`config.mk`:
```
export PLATFORM = sky130hd
export DESIGN_NAME = skip_add_sequencer_flat
export DESIGN_NICKNAME = d
export VERILOG_FILES = /design/src/rtl/skip_add_sequencer_pkg.sv /design/src/rtl/skip_add_sequencer_if.sv /design/src/rtl/skip_add_sequencer_slice.sv /design/src/rtl/skip_add_sequencer.sv /design/src/flat_wrapper.sv
export SDC_FILE = /design/constraint.sdc
export NUM_CORES = 1
export LEC_CHECK = 0
export ABC_AREA = 1
export BUFFER_PORTS_ARGS = -buffer_cell sky130_fd_sc_hd__buf_2
export CAP_MARGIN = 20
export CORE_MARGIN = 4
export CORE_UTILIZATION = 58
export CTS_CLUSTER_SIZE = 8
export DETAILED_ROUTE_END_ITERATION = 8
export HOLD_SLACK_MARGIN = 0.06
export PLACE_DENSITY = 0.93
export SKIP_CTS_REPAIR_TIMING = 1
export SLEW_MARGIN = 20
export SYNTH_ARGS = -nofsm -noshare
export SYNTH_HDL_FRONTEND = slang
export SYNTH_SLANG_ARGS = --single-unit
```
`constraint.sdc`:
```
create_clock -name clk -period 3.85 [get_ports clk]
set_input_delay 0.1925 -clock clk [delete_from_list [all_inputs] [get_ports clk]]
set_output_delay 0.1925 -clock clk [all_outputs]
set_load 0.02 [all_outputs]
```
`src/rtl/skip_add_sequencer_pkg.sv`:
```
// skip_add_pkg
// Shared definitions for the multi-cycle carry-skip adder sequencer:
//   state_t                - FSM state encoding (IDLE, RUN, DONE)
//   skip_count_width(n)    - bits needed to count up to n skipped slices
package skip_add_pkg;

    typedef enum logic [1:0] {
        IDLE = 2'd0,
        RUN  = 2'd1,
        DONE = 2'd2
    } state_t;

    // The counter must be able to hold the value n itself (every slice skipped),
    // so it needs enough bits for n+1 distinct values.
    function automatic int skip_count_width(input int num_blocks);
        return $clog2(num_blocks + 1);
    endfunction

endpackage

```
`src/rtl/skip_add_sequencer_if.sv`:
```
// skip_add_if
// Request/response bundle between a requester and skip_add_sequencer.
//   in_valid/in_ready   - request handshake; a, b, cin travel with the request
//   out_valid/out_ready - result handshake; sum, cout, skip_count travel with it
// Modports: master = requester/consumer side, slave = adder side.
interface skip_add_if #(
    parameter int WIDTH = 16,
    parameter int BLOCK = 4
);
    import skip_add_pkg::*;

    localparam int NUM_BLOCKS = WIDTH / BLOCK;
    localparam int SKIP_W     = skip_count_width(NUM_BLOCKS);

    logic              in_valid;
    logic              in_ready;
    logic [WIDTH-1:0]  a;
    logic [WIDTH-1:0]  b;
    logic              cin;
    logic              out_valid;
    logic              out_ready;
    logic [WIDTH-1:0]  sum;
    logic              cout;
    logic [SKIP_W-1:0] skip_count;

    modport master (
        output in_valid, a, b, cin, out_ready,
        input  in_ready, out_valid, sum, cout, skip_count
    );

    modport slave (
        input  in_valid, a, b, cin, out_ready,
        output in_ready, out_valid, sum, cout, skip_count
    );

endinterface

```
`src/rtl/skip_add_sequencer_slice.sv`:
```
// skip_slice
// Purely combinational BLOCK-bit carry-skip slice.
//   a, b      - operand slices
//   carry_in  - carry entering the slice
//   sum       - slice sum bits
//   carry_out - carry leaving the slice (skip term OR ripple carry)
//   skip      - high when the carry was produced by the skip term
module skip_slice #(
    parameter int BLOCK = 4
) (
    input  logic [BLOCK-1:0] a,
    input  logic [BLOCK-1:0] b,
    input  logic             carry_in,
    output logic [BLOCK-1:0] sum,
    output logic             carry_out,
    output logic             skip
);

    logic [BLOCK:0] ripple;
    logic           p_all;

    // The ripple result is kept at BLOCK+1 bits so the slice carry is never lost.
    // When every bit position propagates, an incoming carry passes straight
    // through the slice; that is the skip term.
    always_comb begin
        ripple    = {1'b0, a} + {1'b0, b} + {{BLOCK{1'b0}}, carry_in};
        p_all     = &(a | b);
        skip      = p_all & carry_in;
        sum       = ripple[BLOCK-1:0];
        carry_out = skip | ripple[BLOCK];
    end

endmodule

```
`src/rtl/skip_add_sequencer.sv`:
```
// skip_add_sequencer
// Multi-cycle carry-skip adder: accepts one WIDTH-bit add, then processes one
// BLOCK-bit slice per cycle (LSB slice first) through a single skip_slice.
//   clk, rst - clock and synchronous active-high reset
//   bus      - skip_add_if slave: request (a, b, cin) and result
//              (sum, cout, skip_count) with valid/ready handshakes
module skip_add_sequencer
    import skip_add_pkg::*;
#(
    parameter int WIDTH = 16,
    parameter int BLOCK = 4
) (
    input logic       clk,
    input logic       rst,
    skip_add_if.slave bus
);

    localparam int NUM_BLOCKS = WIDTH / BLOCK;
    localparam int SKIP_W     = skip_count_width(NUM_BLOCKS);
    localparam int IDX_W      = (NUM_BLOCKS > 1) ? $clog2(NUM_BLOCKS) : 1;

    // Reject geometries the slice sequencing cannot cover exactly.
    generate
        if (BLOCK < 1 || (WIDTH % BLOCK) != 0) begin : g_bad_params
            $error("skip_add_sequencer: WIDTH must be a multiple of BLOCK and BLOCK >= 1");
        end
    endgenerate

    state_t                            state;
    logic [NUM_BLOCKS-1:0][BLOCK-1:0]  a_blk;
    logic [NUM_BLOCKS-1:0][BLOCK-1:0]  b_blk;
    logic [NUM_BLOCKS-1:0][BLOCK-1:0]  sum_blk;
    logic                              carry;
    logic [IDX_W-1:0]                  idx;
    logic [SKIP_W-1:0]                 skip_cnt;
    logic                              cout_r;
    logic                              in_ready_r;
    logic                              out_valid_r;

    logic [BLOCK-1:0]                  slice_sum;
    logic                              slice_carry;
    logic                              slice_skip;

    // Operands are stored as arrays of slices so the current slice is a plain
    // array index rather than a computed bit offset.
    skip_slice #(.BLOCK(BLOCK)) u_slice (
        .a         (a_blk[idx]),
        .b         (b_blk[idx]),
        .carry_in  (carry),
        .sum       (slice_sum),
        .carry_out (slice_carry),
        .skip      (slice_skip)
    );

    assign bus.in_ready   = in_ready_r;
    assign bus.out_valid  = out_valid_r;
    assign bus.sum        = sum_blk;
    assign bus.cout       = cout_r;
    assign bus.skip_count = skip_cnt;

    // Single FSM with registered handshake and result outputs. Accepting a
    // request zeroes the previous result so stale upper slices never leak;
    // the last RUN slice raises out_valid directly so DONE starts valid.
    always_ff @(posedge clk) begin
        if (rst) begin
            state       <= IDLE;
            in_ready_r  <= 1'b1;
            out_valid_r <= 1'b0;
            a_blk       <= '0;
            b_blk       <= '0;
            sum_blk     <= '0;
            carry       <= 1'b0;
            idx         <= '0;
            skip_cnt    <= '0;
            cout_r      <= 1'b0;
        end else begin
            case (state)
                IDLE: begin
                    if (bus.in_valid && in_ready_r) begin
                        a_blk      <= bus.a;
                        b_blk      <= bus.b;
                        carry      <= bus.cin;
                        idx        <= '0;
                        skip_cnt   <= '0;
                        sum_blk    <= '0;
                        cout_r     <= 1'b0;
                        in_ready_r <= 1'b0;
                        state      <= RUN;
                    end
                end
                RUN: begin
                    sum_blk[idx] <= slice_sum;
                    carry        <= slice_carry;
                    skip_cnt     <= skip_cnt + SKIP_W'(slice_skip);
                    if (idx == IDX_W'(NUM_BLOCKS - 1)) begin
                        cout_r      <= slice_carry;
                        out_valid_r <= 1'b1;
                        state       <= DONE;
                    end else begin
                        idx <= idx + IDX_W'(1);
                    end
                end
                DONE: begin
                    if (out_valid_r && bus.out_ready) begin
                        out_valid_r <= 1'b0;
                        in_ready_r  <= 1'b1;
                        state       <= IDLE;
                    end
                end
                default: begin
                    state       <= IDLE;
                    in_ready_r  <= 1'b1;
                    out_valid_r <= 1'b0;
                end
            endcase
        end
    end

endmodule

```
`src/flat_wrapper.sv`:
```
// flat-port wrapper written by rule: the top's interface ports become plain ports
module skip_add_sequencer_flat import skip_add_pkg::*;
#(
    parameter int WIDTH = 16,
    parameter int BLOCK = 4
)
  (clk, rst, bus_in_valid, bus_a, bus_b, bus_cin, bus_out_ready, bus_in_ready, bus_out_valid, bus_sum, bus_cout, bus_skip_count);
  skip_add_if #(.WIDTH(WIDTH), .BLOCK(BLOCK)) bus_i ();
  input logic clk;
  input logic rst;
  input wire logic [$bits(bus_i.in_valid)-1:0] bus_in_valid;
  input wire logic [$bits(bus_i.a)-1:0] bus_a;
  input wire logic [$bits(bus_i.b)-1:0] bus_b;
  input wire logic [$bits(bus_i.cin)-1:0] bus_cin;
  input wire logic [$bits(bus_i.out_ready)-1:0] bus_out_ready;
  output wire logic [$bits(bus_i.in_ready)-1:0] bus_in_ready;
  output wire logic [$bits(bus_i.out_valid)-1:0] bus_out_valid;
  output wire logic [$bits(bus_i.sum)-1:0] bus_sum;
  output wire logic [$bits(bus_i.cout)-1:0] bus_cout;
  output wire logic [$bits(bus_i.skip_count)-1:0] bus_skip_count;
  assign bus_i.in_valid = bus_in_valid;
  assign bus_i.a = bus_a;
  assign bus_i.b = bus_b;
  assign bus_i.cin = bus_cin;
  assign bus_i.out_ready = bus_out_ready;
  assign bus_in_ready = bus_i.in_ready;
  assign bus_out_valid = bus_i.out_valid;
  assign bus_sum = bus_i.sum;
  assign bus_cout = bus_i.cout;
  assign bus_skip_count = bus_i.skip_count;
  skip_add_sequencer #(.WIDTH(WIDTH), .BLOCK(BLOCK)) u_core (.clk(clk), .rst(rst), .bus(bus_i));
endmodule
```
### After elaboration in Yosys (flattened, before gate mapping)

Cells that the tools add are included.

* add/sub/neg operators: 4
* $lt $le $gt $ge: 2
* equal/unequal tests: 7
* muxes and demuxes: 28
* bitwise operators: 5
* reduce and logical (&&, ||, !) cells: 13

Operators with widths (number)
* 16-bit case mux with 2 select lines: 1
* 4-bit binary-select mux with 2-bit select: 2
* 16-bit bitwise mux: 1
* 16-bit two-way mux: 1
* 3-bit AND reduction: 5
* 4-bit two-way mux: 3
* 2-bit two-way mux: 5
* 4-bit demux with 2-bit select: 1
* 1-bit two-way mux: 6
* 2-bit by 1-bit inequality test with 1-bit output, second input constant: 3
* 1-bit case mux with 3 select lines: 2
* 2-bit case mux with 3 select lines: 1
* 3-bit case mux with 2 select lines: 1
* 4-bit by 4-bit adder with 5-bit output: 1
* 5-bit by 1-bit adder with 5-bit output: 1
* 2-bit == test, second input constant: 2
* 4-bit bitwise OR: 1
* 1-bit case mux with 2 select lines: 2
* 2-bit case mux with 2 select lines: 1
* 2-bit AND reduction: 2
* 4-bit AND reduction: 1
* 3-bit by 1-bit adder with 3-bit output: 1
* 1-bit logical AND: 3
* 2-bit by 3-bit less-than comparator with 1-bit output, second input constant: 1
* 10 further kinds: 11

* bits in registers: 59
* bits of input ports: 37
* output and inout port bits: 22

### Depth between registers and ports, before layout

Gate-level depths: netlist (run 1).

* word-level depth: 8
* mapped depth: 15

### Cells and area by module

From an unflattened synthesis (run 1), not the netlist that was laid out.

* cell total of the unflattened synthesis: 380
* area total of the unflattened synthesis: 2762.6 sq um

By module, submodules not included
* skip_add_sequencer: times used 1, cells each 337, area each 2492.4 sq um, seq. area each 1181.1 sq um
* skip_slice: times used 1, cells each 43, area each 270.3 sq um, seq. area each 0.0 sq um

### Worst setup path after synthesis (run 1)

No wires, ideal clock.

* path kind: register to register
* from: register u_core.idx[1]
* to: register u_core.sum_blk, in the netlist u_core.bus.sum[14]
* setup time: 0.070 ns
* data arrival time: 2.190 ns
* slack: 1.589 ns
* stages on the path, launching flop included: 10
* period minus slack after synthesis: 2.261 ns
* path through: dfxtp_1 -> clkinv_1 -> buf_4 -> a21oi_1 -> a32oi_1 -> fa_1 -> fa_1 -> xor2_1 -> nand2_1 -> a21oi_1

* word-level cells in the longest chain between the ends: 6

Ends and longest elaborated chain
* start: declaration: RTL line skip_add_sequencer.sv:34 `logic [IDX_W-1:0] idx;`
* start signal: assignment: RTL line skip_add_sequencer.sv:100 `idx <= idx + IDX_W'(1);`
* 4-bit binary-select mux with 2-bit select, or another cell as far along: RTL line skip_add_sequencer.sv:47 `.a (a_blk[idx]),`
* 4-bit two-way mux (implied by the code), or another cell as far along: RTL line skip_add_sequencer.sv:47
* 4-bit by 4-bit adder with 5-bit output or 4-bit two-way mux (tied branches): RTL line skip_add_sequencer_slice.sv:26, skip_add_sequencer.sv:92
* 5-bit by 1-bit adder with 5-bit output or 4-bit demux with 2-bit select (tied branches)
* 16-bit bitwise mux (*): RTL line skip_add_sequencer.sv:92 `sum_blk[idx] <= slice_sum;`
* 16-bit case mux with 2 select lines (*): RTL line skip_add_sequencer.sv:77 `case (state)`
* end signal: indexed assignment: RTL line skip_add_sequencer.sv:92
* end: declaration: RTL line skip_add_sequencer.sv:32 `logic [NUM_BLOCKS-1:0][BLOCK-1:0] sum_blk;`

Mark *: on every way between the ends. The rest lies on a longest branch, timed or not. The select of a mux whose other input is x is not followed.
A chain may end at the register's enable or synchronous reset.

### Worst setup path after layout (run 1)

* from: register u_core.idx[0]
* to: register u_core.sum_blk, in the netlist u_core.bus.sum[14]

The elaborated chain is that of the path after synthesis.

==> metrics.yaml, run 1 <==
run_status: "completed"
grt_remaining_overflow: 0
p_clk_frac: 0.332
nets: 476
die_h_um: 76.9
seqPwrFrac: 0.476
gp_congestion: 0.839
async_flop_share: 0
start_util: 0.615
dp_hpwl_mm: 4.37
clk_latency_ps: 340
grt_pass1_wl_mm: 10.3
net-switching-power_uw: 457
layout_min_cycle_time_ps: 2860
syn_avg_cell_area_sq_um: 7.40
worst_pin_slew_ps: 832
grt_pass1_vias: 2425
hold_ws_ps: 97.9
ys_top_cells_by_count: "75 x nand2_1, 69 x nor2_1, 59 x dfxtp_1"
synth_top_cell_area_share: 0.429
area_growth_pct: 14.9
max_freq_mhz: 349
std_cell_rows: 24
drt_iter0_drc: 212
dr.pass1.iters: 4
placedCellCount: 465
hold_viol: 0
h-tree-depth: 3
io_buffers: 58
peakVddDrop_v: 0.000292
worstSetupPathType: "reg2reg"
routedWlPerCell_um: 12.6
maxSlewViolCount: 0
startpoint_type: "register"
finalCritPeriodShare: 0.744
synth-edff-count: 0
skew_ps: 8.10
ys_types: 25
cts_inserted_buffers: 9
finalSetupViolCount: 0
hold_class: "in2reg"
cp_slowest_cell: "dfxtp_1"
yosysMostFrequentCell: "nand2_1"
fp.coreArea_sq_mm: 0.00447
max_cap_violations: 0
fp.dieArea_sq_mm: 0.00591
netlist_area_sq_mm: 0.00275
antenna_left: 0
critPathMaxStageDelay_ps: 740
num_io_pins: 59
antenna_found_initial: 0
syn_inst: 372
cts.sinks: 59
vias: 2567
worstPathCellList: "inv_2 -> nand2_1 -> a32oi_1 -> fa_1 -> fa_1 -> xor2_1 -> nand2_1 -> a21oi_1"
viasPerCell: 5.35
final_cells: 480
rsz0062_at_grt: "false"
syn_nets: 424
powerDensity_mw_per_mm2: 460
intPower_uw: 1000
grt_util_all_layers: 0.216
drive_above_1_share: 0.208
stdcell_area_sq_mm: 0.00317
die_x_um: 76.9
diodes: 0
p_sw_frac: 0.314
routed_wl_mm: 6.05
clock_path_buffers: 2
cp.required_ps: 4120
relSlewSlack: 0.445
drc: 0
synth_area_leaders: "dfxtp_1 43%, nand2_1 10%, nor2_1 9.4%"
path_clk_slew_ps: 70
ys_seq_area_frac: 0.429
yosysWarnings: 0
grt_max_degree: 43
placed_area_sq_mm: 0.00300
tns_ps: 0
ys_ff_latch: 59
synth-main-ff-cell: "dfxtp_1"
combPwrFrac: 0.192
synth.largest_area_cell: "dfxtp_1"
root_buffer: "clkbuf_8"
p_leak_nw: 1.46
cp-end-kind: "register"
cts_tree: "yes"
path_max_fanout: 20
arrival_ps: 3130
==> path summary, 6_finish.rpt <==
path	start	to	slack (ps)	cells past startpoint
setup / recovery	u_core.idx[0]	u_core.bus.sum[14]	990	8
hold / removal	bus_b[4]	u_core.b_blk[4]	100	3
setup reg to reg	u_core.idx[0]	u_core.bus.sum[14]	990	8
hold reg to reg	u_core.bus.sum[0]	u_core.bus.sum[0]	450	2
==> cell type report <==
cell class                 count  area, sq um
clock buffer                  10          138
clock inverter                 5         30.0
fill                         354         1310
inverter                      33          124
multi-input combinational    263         1340
sequential                    59         1180
tap                           52         65.1
timing repair buffer          58          290
==> metrics by stage <==
stage	utilization	setup WS (ps)	power [mW]
6_report	0.707	986	1.46
4_1_cts	0.707	1000	1.46
3_5_place_dp	0.670	1020	0.984
2_1_floorplan	-	1590	0.918
3_3_place_gp	0.670	1200	0.971
5_1_grt	0.707	756	1.54
==> critical path, delay by kind of cell (launching register included) <==
family	cells	cell delay (ps)
adders and majority gates	2	890
and+or+nand+nor	2	240
DFF	1	740
buffers and inverters	1	300
AOI/OAI and AO/OA	2	310
xor gates and xnor gates	1	310
==> power groups by stage <==
stage | clock network (mW) | registers, mW | logic [mW]
after detailed placement | 0 | 0.706 | 0.278
after CTS | 0.487 | 0.692 | 0.281
after floorplan | 0 | 0.701 | 0.217
after global routing | 0.519 | 0.697 | 0.324
after global placement | 0 | 0.704 | 0.267
final | 0.484 | 0.693 | 0.280
==> metal layers <==
metal  wire length [um]  vias up  track usage
met1               2550     1164        0.247
met4                 97        0       0.0978
met2               2970       83        0.365
met5                  0        -            0
li1                   -     1307            -
met3                425       13       0.0703
==> cell families (layout without fill, tap and decap cells) <==
family,count (synthesis),in the layout,synth area share
adders and majority gates,15,15,0.0736
DFF,59,59,0.429
xor gates and xnor gates,1,1,0.00318
and+or+nand+nor,166,166,0.246
buffers and inverters,50,106,0.0854
AOI/OAI and AO/OA,81,81,0.163
==> placed cells by master (no fill, tap or decap) <==
cell type	Yosys	final
nand2_4	3	3
a21oi_1	33	33
dfxtp_1	59	59
ha_1	13	13
clkbuf_8	0	10
nand2_1	75	75
inv_1	26	26
xor2_1	1	1
buf_2	2	58
a32oi_1	8	8
fa_1	2	2
a211oi_1	1	1
nand3b_1	1	1
clkinv_2	0	3
inv_2	6	6
o21ai_0	33	33
clkinvlp_4	0	2
o21ai_2	2	2
nor2_2	4	4
o21ai_1	3	3
o21a_1	1	1
clkinv_1	1	1
nand2_2	1	1
nand3_1	13	13
nor2_1	69	69
==> flip-flops by register name (all words and copies together) (netlist names) <==
| signal | cells |
|---|---|
| u_core.carry | 1 |
| u_core.idx | 2 |
| u_core.state | 2 |
| u_core.bus.cout | 1 |
| u_core.bus.skip_count | 3 |
| u_core.bus.in_ready | 1 |
| u_core.b_blk | 16 |
| u_core.bus.out_valid | 1 |
| u_core.bus.sum | 16 |
| u_core.a_blk | 16 |
(Power assumes the default switching activity.)
==> inputs of run 2 (changes only) <==
--- a/config.mk
+++ b/config.mk
@@ -9,11 +9,11 @@
 export BUFFER_PORTS_ARGS = -buffer_cell sky130_fd_sc_hd__buf_2
 export CAP_MARGIN = 20
 export CORE_MARGIN = 4
-export CORE_UTILIZATION = 58
+export CORE_UTILIZATION = 54
 export CTS_CLUSTER_SIZE = 8
 export DETAILED_ROUTE_END_ITERATION = 8
 export HOLD_SLACK_MARGIN = 0.06
-export PLACE_DENSITY = 0.93
+export PLACE_DENSITY = 0.88
 export SKIP_CTS_REPAIR_TIMING = 1
 export SLEW_MARGIN = 20
 export SYNTH_ARGS = -nofsm -noshare
==> constraint.sdc (replaced) <==
create_clock -name clk -period 2.95 [get_ports clk]
set_input_delay 0.1475 -clock clk [delete_from_list [all_inputs] [get_ports clk]]
set_output_delay 0.1475 -clock clk [all_outputs]
set_load 0.02 [all_outputs]
==> run 2 against run 1 <==
  * Via count decreased by 4.1%
  * Sequential share of layout area decreased by 0.67 points
  * Non-clock buffer count rose by 2
  * Critical path type unchanged
  * Critical endpoint is now u_core.bus.skip_count[2]
  * Largest cell class unchanged
  * Highest routed layer unchanged
==> metrics.yaml, run 2 (synthesis results as in run 1) <==
viasPerCell: 4.94
stdcell_area_sq_mm: 0.00322
worst_pin_slew_ps: 797
fp.dieArea_sq_mm: 0.00631
postLayoutCoreUtil: 0.669
final.fill_count: 447
num_io_pins: 59
drc: 0
routedWlPerCell_um: 11.8
finalCritPeriodShare: 0.855
cp-end-kind: "register"
hold_class: "in2reg"
nets: 478
diodes: 0
vias: 2462
worstPathCellList: "clkinv_1 -> buf_4 -> a32oi_1 -> inv_1 -> ha_1 -> nor2_1 -> nand3b_1 -> inv_1 -> ha_1 -> ha_1 -> a21oi_1 -> a211oi_1"
root_buffer: "clkbuf_8"
hold_viol: 0
cts_inserted_buffers: 9
routed_wl_mm: 5.90
antenna_left: 0
clock_path_buffers: 2
cp.buffers_inverters: 4
cts.sinks: 59
dr.pass1.iters: 4
grt_max_degree: 43
cp_num_cells: 12
worst_r2r_path_depth: 12
dp_hpwl_mm: 4.26
rsz0062_at_grt: "false"
finalSetupViolCount: 0
whs_path_depth: 3
final_cells: 498
peakVddDrop_v: 0.000375
area_growth_pct: 17.0
drive_above_1_share: 0.209
gp_congestion: 0.868
grt_pass1_vias: 2342
run_status: "completed"
die_h_um: 79.4
path_clk_slew_ps: 60
skew_ps: 7.03
cp_slowest_cell: "dfxtp_1"
path_max_fanout: 11
std_cell_rows: 25
clk_latency_ps: 340
arrival_ps: 2770
startpoint_type: "register"
relSlewSlack: 0.468
powerDensity_mw_per_mm2: 608
max_cap_violations: 0
drt_iter0_drc: 91
placedCellCount: 482
h-tree-depth: 3
fp.coreArea_sq_mm: 0.00482
placed_area_sq_mm: 0.00303
io_buffers: 58
critPathMaxStageDelay_ps: 390
layout_min_cycle_time_ps: 2520
cts_tree: "yes"
max_freq_mhz: 397
grt_util_all_layers: 0.204
start_util: 0.572
cp.required_ps: 3190
worstSetupPathType: "reg2reg"
crit_top_cell: "ha_1"
tns_ps: 0
layout_commonest_cell: "nand2_1"
p_leak_nw: 1.48
final_cell_mix: "75 x nand2_1, 69 x nor2_1, 59 x dfxtp_1"
grt_pass1_wl_mm: 10.0
total_power_mw: 1.96
critPathTopFamily: "buffers and inverters"
die_x_um: 79.4
grt_remaining_overflow: 0
maxSlewViolCount: 0
antenna_found_initial: 0
-- run 2: cell count changes in the layout (fill, tap and decap cells not counted) --
| cell | change |
|---|---|
| clkinv_2 | -2 |
| buf_4 | +2 |
| clkbuf_8 | +3 |
| clkbuf_1 | +2 |
| clkinvlp_4 | -2 |
-- run 2: metal layers --
metal / part of all wire / GRT usage / vias to the layer above
li1: - / - / 1308
met1: 0.43 / 0.225 / 1089
met2: 0.49 / 0.362 / 52
met3: 0.052 / 0.0553 / 13
met4: 0.021 / 0.0962 / 0
met5: 0 / 0 / -
-- run 2: final cells by class --
cell class	instances	area, sq um	share of cell area
multi-input combinational	263	1340	0.415
sequential	59	1180	0.366
timing repair buffer	60	305	0.0947
clock buffer	15	186	0.0578
inverter	33	124	0.0384
tap	67	83.8	0.0260
clock inverter	1	5.00	0.00155
-- run 2: worst paths after layout --
kind                                          from                       end  slack (ps)
worst max-delay path                 u_core.idx[1]  u_core.bus.skip_count[2]         430
worst min register to register  u_core.bus.sum[13]        u_core.bus.sum[13]         450
worst min-delay path                     bus_a[11]          u_core.a_blk[11]          60
worst max register to register       u_core.idx[1]  u_core.bus.skip_count[2]         430
-- run 2: report_power, final --
part | switching, mW | leakage (nW) | internal [mW]
Sequential | 0.0345 | 0.483 | 0.860
Combinational | 0.244 | 0.898 | 0.130
Clock | 0.296 | 0.0997 | 0.396
Total | 0.575 | 1.48 | 1.39
-- run 2: worst register-to-register path, cell delays in order (launching register included) --
cell	delay [ps]
dfxtp_1	390
clkinv_1	280
buf_4	270
a32oi_1	360
inv_1	80
ha_1	190
nor2_1	110
nand3b_1	110
inv_1	90
ha_1	150
ha_1	160
a21oi_1	70
a211oi_1	180
-- run 2: metrics by stage --
step | hold slack, ps | worst slack (ps)
floorplan | 217 | 689
global placement | 398 | 555
detailed placement | 402 | 433
CTS | 47.7 | 409
global route | 72.8 | 233
finish | 59.2 | 429
